<file path="src/rtl/rv_fetch_queue_if.sv">
// Fetch-to-decode handshake bundle for rv_fetch_queue.
// Master is the IF/ID environment and slave is the queue itself.
interface rv_fetch_queue_if #(
    parameter int unsigned ADDR_W = 32,
    parameter int unsigned INST_W = 32,
    parameter int unsigned CNT_W  = 3
);
    logic              flush;
    logic              enq_valid;
    logic              enq_ready;
    logic [ADDR_W-1:0] enq_pc;
    logic [INST_W-1:0] enq_inst;
    logic              deq_valid;
    logic              deq_ready;
    logic [ADDR_W-1:0] deq_pc;
    logic [INST_W-1:0] deq_inst;
    logic [CNT_W-1:0]  count;
    logic              full;
    logic              empty;

    modport master (
        output flush, enq_valid, enq_pc, enq_inst, deq_ready,
        input  enq_ready, deq_valid, deq_pc, deq_inst, count, full, empty
    );

    modport slave (
        input  flush, enq_valid, enq_pc, enq_inst, deq_ready,
        output enq_ready, deq_valid, deq_pc, deq_inst, count, full, empty
    );
endinterface

</file>
<file path="src/rtl/rv_fetch_queue.sv">
// Instruction fetch queue between IF and ID: DEPTH-entry {pc, inst} FIFO with
// branch flush and an optional same-cycle bypass when the queue is empty.
module rv_fetch_queue #(
    parameter int unsigned ADDR_W = 32,
    parameter int unsigned INST_W = 32,
    parameter int unsigned DEPTH  = 4,
    parameter bit          BYPASS = 1'b1,
    parameter int unsigned CNT_W  = $clog2(DEPTH + 1)
) (
    input  logic               clk,
    input  logic               rst,
    rv_fetch_queue_if.slave    bus
);
    localparam int unsigned PTR_W = $clog2(DEPTH);

    typedef struct packed {
        logic [ADDR_W-1:0] pc;
        logic [INST_W-1:0] inst;
    } entry_t;

    entry_t             mem [DEPTH];
    logic [PTR_W-1:0]   rd_ptr;
    logic [PTR_W-1:0]   wr_ptr;
    logic [CNT_W-1:0]   count_q;

    logic   full_c;
    logic   empty_c;
    logic   bypass_c;
    logic   enq_ready_c;
    logic   deq_valid_c;
    logic   enq_fire_c;
    logic   deq_fire_c;
    logic   wr_en_c;
    logic   rd_en_c;
    entry_t head_c;

    // Occupancy flags and handshake decisions
    always_comb begin
        full_c      = (count_q == CNT_W'(DEPTH));
        empty_c     = (count_q == '0);
        bypass_c    = BYPASS && empty_c && bus.enq_valid && !bus.flush;
        enq_ready_c = !full_c && !bus.flush;
        deq_valid_c = !rst && !bus.flush && (!empty_c || bypass_c);
        enq_fire_c  = bus.enq_valid && enq_ready_c;
        deq_fire_c  = deq_valid_c && bus.deq_ready;
        // A bypassed entry taken by decode in the same cycle is never stored
        wr_en_c     = enq_fire_c && !(bypass_c && bus.deq_ready);
        rd_en_c     = deq_fire_c && !empty_c;
    end

    // Head selection; invalid cycles present an all-zero bubble
    always_comb begin
        head_c = '0;
        if (deq_valid_c) begin
            if (empty_c) begin
                head_c.pc   = bus.enq_pc;
                head_c.inst = bus.enq_inst;
            end else begin
                head_c = mem[rd_ptr];
            end
        end
    end

    always_ff @(posedge clk or posedge rst) begin
        if (rst) begin
            rd_ptr  <= '0;
            wr_ptr  <= '0;
            count_q <= '0;
        end else if (bus.flush) begin
            rd_ptr  <= '0;
            wr_ptr  <= '0;
            count_q <= '0;
        end else begin
            if (wr_en_c) wr_ptr <= wr_ptr + PTR_W'(1);
            if (rd_en_c) rd_ptr <= rd_ptr + PTR_W'(1);
            count_q <= count_q + CNT_W'(wr_en_c) - CNT_W'(rd_en_c);
        end
    end

    // Storage carries no reset; contents are only read behind a valid count
    always_ff @(posedge clk) begin
        if (wr_en_c && !bus.flush) begin
            mem[wr_ptr] <= '{pc: bus.enq_pc, inst: bus.enq_inst};
        end
    end

    assign bus.enq_ready = enq_ready_c;
    assign bus.deq_valid = deq_valid_c;
    assign bus.deq_pc    = head_c.pc;
    assign bus.deq_inst  = head_c.inst;
    assign bus.count     = count_q;
    assign bus.full      = full_c;
    assign bus.empty     = empty_c;

    a_no_overflow : assert property (@(posedge clk) disable iff (rst)
        count_q <= CNT_W'(DEPTH));
    a_no_write_when_full : assert property (@(posedge clk) disable iff (rst)
        !(wr_en_c && full_c));
    a_no_read_when_empty : assert property (@(posedge clk) disable iff (rst)
        !(rd_en_c && empty_c));
endmodule
</file>
<file path="src/flat_wrapper.sv">
// flat-port wrapper written by rule: the top's interface ports become plain ports
module rv_fetch_queue_flat 
#(
    parameter int unsigned ADDR_W = 32,
    parameter int unsigned INST_W = 32,
    parameter int unsigned DEPTH  = 4,
    parameter bit          BYPASS = 1'b1,
    parameter int unsigned CNT_W  = $clog2(DEPTH + 1)
)
  (clk, rst, bus_flush, bus_enq_valid, bus_enq_pc, bus_enq_inst, bus_deq_ready, bus_enq_ready, bus_deq_valid, bus_deq_pc, bus_deq_inst, bus_count, bus_full, bus_empty);
  rv_fetch_queue_if #(.ADDR_W(ADDR_W), .INST_W(INST_W), .CNT_W(CNT_W)) bus_i ();
  input  logic clk;
  input  logic rst;
  input wire logic [$bits(bus_i.flush)-1:0] bus_flush;
  input wire logic [$bits(bus_i.enq_valid)-1:0] bus_enq_valid;
  input wire logic [$bits(bus_i.enq_pc)-1:0] bus_enq_pc;
  input wire logic [$bits(bus_i.enq_inst)-1:0] bus_enq_inst;
  input wire logic [$bits(bus_i.deq_ready)-1:0] bus_deq_ready;
  output wire logic [$bits(bus_i.enq_ready)-1:0] bus_enq_ready;
  output wire logic [$bits(bus_i.deq_valid)-1:0] bus_deq_valid;
  output wire logic [$bits(bus_i.deq_pc)-1:0] bus_deq_pc;
  output wire logic [$bits(bus_i.deq_inst)-1:0] bus_deq_inst;
  output wire logic [$bits(bus_i.count)-1:0] bus_count;
  output wire logic [$bits(bus_i.full)-1:0] bus_full;
  output wire logic [$bits(bus_i.empty)-1:0] bus_empty;
  assign bus_i.flush = bus_flush;
  assign bus_i.enq_valid = bus_enq_valid;
  assign bus_i.enq_pc = bus_enq_pc;
  assign bus_i.enq_inst = bus_enq_inst;
  assign bus_i.deq_ready = bus_deq_ready;
  assign bus_enq_ready = bus_i.enq_ready;
  assign bus_deq_valid = bus_i.deq_valid;
  assign bus_deq_pc = bus_i.deq_pc;
  assign bus_deq_inst = bus_i.deq_inst;
  assign bus_count = bus_i.count;
  assign bus_full = bus_i.full;
  assign bus_empty = bus_i.empty;
  rv_fetch_queue #(.ADDR_W(ADDR_W), .INST_W(INST_W), .DEPTH(DEPTH), .BYPASS(BYPASS), .CNT_W(CNT_W)) u_core (.clk(clk), .rst(rst), .bus(bus_i));
endmodule
</file>
<file path="config.mk">
export PLATFORM = sky130hd
export DESIGN_NAME = rv_fetch_queue_flat
export DESIGN_NICKNAME = d
export VERILOG_FILES = /design/src/rtl/rv_fetch_queue_if.sv /design/src/rtl/rv_fetch_queue.sv /design/src/flat_wrapper.sv
export SDC_FILE = /design/constraint.sdc
export NUM_CORES = 1
export LEC_CHECK = 0
export BUFFER_PORTS_ARGS = -buffer_cell sky130_fd_sc_hd__buf_2
export CORE_ASPECT_RATIO = 0.7
export CORE_MARGIN = 2
export CORE_UTILIZATION = 58
export CTS_BUF_LIST = sky130_fd_sc_hd__clkbuf_4
export DETAILED_ROUTE_END_ITERATION = 10
export PLACE_DENSITY = 0.84
export SLEW_MARGIN = 20
export SYNTH_ARGS = -nofsm -noshare
export SYNTH_HDL_FRONTEND = slang
export SYNTH_SLANG_ARGS = --single-unit
</file>
<file path="constraint.sdc">
create_clock -name clk -period 6.9 [get_ports clk]
set_clock_uncertainty 0.2 [all_clocks]
set_input_delay 0.69 -clock clk [delete_from_list [all_inputs] [get_ports clk]]
set_output_delay 0.69 -clock clk [all_outputs]
set_load 0.05 [all_outputs]
</file>
Word level (Yosys, flattened, before mapping)
Memories as Yosys holds them, arrays and structs flattened.
Cells that the tools add are included.
- add/subtract/negate cells: 4
- multipliers: 0
- divide/modulo/power cells: 0
- $lt $le $gt $ge: 0
- equal/unequal tests: 1
- shifts and indexed selects: 0
- multiplexer cells: 9
- bitwise operators: 0
- reduce and logical (&&, ||, !) cells: 20
- operators by type and width (kind ; number):
    $mux W64 ; 2
    $logic_and A1 B1 Y1 ; 11
    $mux W2 ; 4
    $logic_not A1 Y1 ; 5
    $add A2 B1 Y2 const B ; 2
    $reduce_bool A2 Y1 ; 2
    $add A3 B1 Y3 ; 1
    $eq A3 B3 Y1 const B ; 1
    $logic_not A3 Y1 ; 1
    $mux W3 ; 1
    $sub A3 B1 Y3 ; 1
    $mux W1 ; 2
    $logic_or A1 B1 Y1 ; 1
- register bits: 7
- latch bits: 0
- memory bits (writable): 256
- ROM bits: 0
- bits of input ports: 69
- output and inout port bits: 71
- word-level logic and storage cells: 38
- memories kept: 1
- memory list (name ; words ; width ; read ports ; clocked after memory_dff ; wr ports ; RTL line ; source):
    u_core.mem ; 4 ; 64 ; 1 ; 0 ; 1 ; rv_fetch_queue.sv:21 ; entry_t mem [DEPTH];

Depth between registers and ports, before layout
- depth after elaboration: 9
- gate-level depth with buffers: 9
- mapped depth without buffers: 9

Worst setup path before layout
No wires, ideal clock.
- path kind: register to output
- start: register u_core.count_q[2] (netlist: u_core.bus.count[2])
- end: output bus_enq_ready
- arrival: 2.586 ns
- required time: 6.010 ns
- slack: 3.424 ns
- stages on the path, launching flop included: 3
- buffers on the path: 0
- cells stage by stage: dfrtp_1 -> nor3b_1 -> nor2_1
- cells in the longest elaborated chain, start to end: 3
- RTL lines (what ; RTL line ; source):
    from (decl) ; rv_fetch_queue.sv:24 ; logic [CNT_W-1:0] count_q;
    from (signal assigned) ; rv_fetch_queue.sv:76 ; count_q <= count_q + CNT_W'(wr_en_c) - CNT_W'(rd_en_c);
    $eq A3 B3 Y1 ; rv_fetch_queue.sv:39 ; full_c = (count_q == CNT_W'(DEPTH));
    named net bus_full ; flat_wrapper.sv:24 ; output wire logic [$bits(bus_i.full)-1:0] bus_full;
    $logic_not A1 Y1 ; rv_fetch_queue.sv:42 ; enq_ready_c = !full_c && !bus.flush;
    $logic_and A1 B1 Y1 ; rv_fetch_queue.sv:42 ;
    to (decl) ; flat_wrapper.sv:19 ; output wire logic [$bits(bus_i.enq_ready)-1:0] bus_enq_ready;
The timed path passes the listed nets, and every way through them passes these cells.

Final worst setup path
- start: input rst
- end: output bus_deq_pc[13]
- cells in the longest elaborated chain, start to end: 4
- RTL lines (what ; RTL line ; source):
    from (decl) ; flat_wrapper.sv:13 ; input logic rst;
    $logic_not A1 Y1 ; rv_fetch_queue.sv:43 ; deq_valid_c = !rst && !bus.flush && (!empty_c || bypass_c);
    $logic_and A1 B1 Y1 (2 in series) ; rv_fetch_queue.sv:43 ;
    $mux W64 ; rv_fetch_queue.sv:54 ; if (deq_valid_c) begin
    to (decl) ; flat_wrapper.sv:21 ; output wire logic [$bits(bus_i.deq_pc)-1:0] bus_deq_pc;
Every way passes these cells.

==> results by group <==
Power
  – Pwr/cell area: 314 nW/um^2
  – Tot Pwr: 0.00378 W
  – Maximum vdd ir drop: 0.243 mV
  – Leakage: 4.25 nW

Min path
  – Hold Path Depth: 1
  – Worst-case hold path end point: u_core.mem[2][57]$_DFFE_PP_
  – Hold path startpoint: bus_enq_pc[25]
  – Worst Hold Class: primary input to register

Synthesis
  – Synth Register Bits: 263
  – FFs w/ async S/R, synth: 2.66%
  – Top_reg_cell synth: edfxtp_1
  – Post-synth EDFFs: 256
  – Syn Nets: 541
  – Post-Syn Area: 10400 um^2
  – Post-synth top area cell: edfxtp_1
  – XOR/XNOR share of the synthesized area: 0.168%
  – Register area share after synthesis: 75.3%
  – Mapped Cells: 465
  – Simple-Gate Fraction of Synth Area: 1.37%
  – Post-synth cell types: 30
  – Mux cell area share after synthesis: 14.1%
  – Main combinational cell family by area after synthesis: multiplexers
  – Synth top area share: 73.6%
  – Mapped Avg Cell Area: 22.5 um^2
  – Fraction of the mapped netlist area in adder cells: 0.910%
  – Synth Area in Compound Gates: 5.56%
  – Yosys Warn Count: 0
  – Synth top area cells: edfxtp_1, mux4_2, a22o_1, dfrtp_1, buf_6

Layout
  – Area occupied by multi-input gates: 2330 um^2
  – Layout area overhead: 15.3%
  – Register area: 7870 um^2
  – Final nets: 722
  – Fillers: 1185
  – Commonest non-fill, non-tap cells in the layout: edfxtp_1, buf_2, clkbuf_4, mux4_2, a22o_1
  – Share of layout cells above drive strength 1: 44.7%
  – Commonest non-fill, non-tap cell in the layout: edfxtp_1
  – Util after Layout: 67.5%

Timing
  – Least-Margin Pin Slew: 1.00 ns
  – Hold Slack: 0.0515 ns
  – Final hold viol count: 0
  – Slew Limit Fails: 0
  – RSZ-0062 raised after global routing: no
  – Tmin final: 4.34 ns
  – Setup violators final: 0
  – Rel. slew slack: 33.1%
  – Period utilization: 62.9%
  – Setup tns final: 0 ns
  – FMAX: 0.231 GHz

Die
  – # IOs: 140
  – CORE AREA: 17900 um^2
  – Initial Util: 58.5%
  – Die height: 116 um
  – Cell Rows: 41
  – Die width: 164 um
  – Total die area: 19100 um^2

Placement
  – Placer's final routability congestion estimate: 0.799
  – Dpl hpwl: 11.3 mm
  – Port Buffer Count: 139

Critical path
  – R2R Setup Slk: 4.39 ns
  – CP Max Fanout: 37
  – Worst EP required: 6.01 ns
  – WP buf/inv: 5
  – Type of origin of the critical path: primary input
  – Crit path arrival time: 3.45 ns
  – R2r endpoint: u_core.mem[0][31]$_DFFE_PP_
  – Worst path max stage delay: 0.74 ns
  – Critical path cell sequence: dlygate4sd3_1 -> buf_2 -> inv_1 -> and4_2 -> buf_4 -> a22o_1 -> buf_2
  – Crit-path slowest cell: and4_2
  – Most used cell, CP: buf_2
  – R2R depth: 2
  – Worst flop-to-flop path startpoint: u_core.bus.count[1]$_DFF_PP0_
  – CP delay by family, top: buffers and inverters
  – Crit. End Element: output pin
  – Critical path type: primary input to output pin

Global routing
  – Largest net degree at the start of global routing: 65
  – First-pass GRT wire length: 30.6 mm
  – Global Route Usage Sum: 21.6%
  – Vias in the first global route: 5602
  – Initial antenna violation count: 2
  – GRT Residual Overflow: 0

Clock network
  – Clock buffer depth: 3
  – Worst skew pair latency: 0.67 ns
  – CTS Buf Count: 59
  – Cts repair resizes: 0
  – H-tree depth: 2
  – Root Driver: clkbuf_4
  – Reg clk slew, reported paths: 0.06 ns
  – CTS tree: built
  – Clk sinks: 263

Drt
  – Post-DR vias/cell: 6.01
  – Final ANT Viol Nets: 0
  – Drt initial violations: 463
  – Drt pass-1 iters: 5
  – # DRC: 0
  – Routed wire per std cell: 21.7 um
  – Via count: 5580
  – Total length of routed wires: 20.1 mm

Run status
  – Status: completed

Run
  – Max-cap viol count: 0
==> layout make-up <==
| type | instances | share of cell area, % |
|---|---|---|
| diodes | 1 | 0.0208 |
| clock buffers | 91 | 5.67 |
| clock inverters | 15 | 0.478 |
| inverters | 7 | 0.218 |
| multi-input cells | 166 | 19.3 |
| flip-flops and latches | 263 | 65.3 |
| well taps | 236 | 2.45 |
| repair buffers | 149 | 6.52 |
==> cells by family (layout without fill, tap and decap cells) <==
family / Yosys count / after routing
other cells: 0 / 1
xor+xnor: 2 / 2
buf+inv: 36 / 262
fa+ha+maj: 7 / 7
mux: 67 / 67
compound gates: 67 / 67
simple gates: 23 / 23
flops: 263 / 263
==> layer usage <==
| layer | part of all wire (%) | routed length [um] | track usage [%] | up-vias |
|---|---|---|---|---|
| met5 | 0.060 | 12 | 0 | - |
| met4 | 1.2 | 239 | 6.72 | 2 |
| met3 | 9.3 | 1870 | 5.47 | 27 |
| met2 | 46 | 9290 | 32.8 | 284 |
| met1 | 43 | 8700 | 31.8 | 2870 |
| li1 | - | - | - | 2397 |
==> stage by stage <==
step           worst slack [ns]  std cells  cell area, um^2
2_1_floorplan              3.42        465            10400
3_3_place_gp               3.19        815            11200
3_5_place_dp               3.14        815            11200
4_1_cts                    2.58        927            12000
5_1_grt                    2.41        928            12000
6_report                   2.56        928            12000
==> registers in the layout (all words and copies together), names as in the netlist <==
register	cells
u_core.mem	256
u_core.rd_ptr	2
u_core.bus.count	3
u_core.wr_ptr	2
==> synthesized netlist by cell type, types with 2 or more instances <==
cell and count:
clkbuf_1 7, edfxtp_1 256, buf_2 10, mux2_1 2, dfrtp_1 7, inv_1 7
nor2_1 6, mux4_2 64, a22o_1 64, nor3b_1 2, ha_1 6, buf_12 4
nor3_1 2, buf_6 8, and2_1 4, nor2b_1 2
==> worst register-to-register path, delay by kind of cell (launching register included) <==
| family | cells | cell delay (ns) |
|---|---|---|
| AOI/OAI and AO/OA | 1 | 0.45 |
| and+or+nand+nor | 1 | 0.88 |
| DFF | 1 | 0.56 |
==> how the worst max path moves through the flow <==
stage | startpoint | endpoint | slack [ns] | depth (start not counted)
after CTS | u_core.rd_ptr[0]$_DFFE_PP0P_ | bus_deq_pc[2] | 2.58 | 4
final | rst | bus_deq_pc[13] | 2.56 | 7
after floorplan | u_core.bus.count[2]$_DFF_PP0_ | bus_enq_ready | 3.42 | 2
after detailed placement | rst | bus_deq_pc[13] | 3.14 | 6
after global placement | bus_flush | bus_deq_inst[11] | 3.19 | 5
after global routing | rst | bus_deq_pc[13] | 2.41 | 7
==> repair_timing <==
item | CTS | global route
endpoints found under the hold margin | 25 | 0
hold buffers | 6 | 0
buffers inserted | 0 | 0
==> where the power goes <==
group	leakage, nW	total, W	switching, W	internal (W)
logic	1.40	0.000733	0.000494	0.000238
registers	2.41	0.00188	0.0000457	0.00183
clock network	0.447	0.00117	0.000570	0.000598
total	4.25	0.00378	0.00111	0.00267
Note: power is estimated with default switching activity, not from simulation.
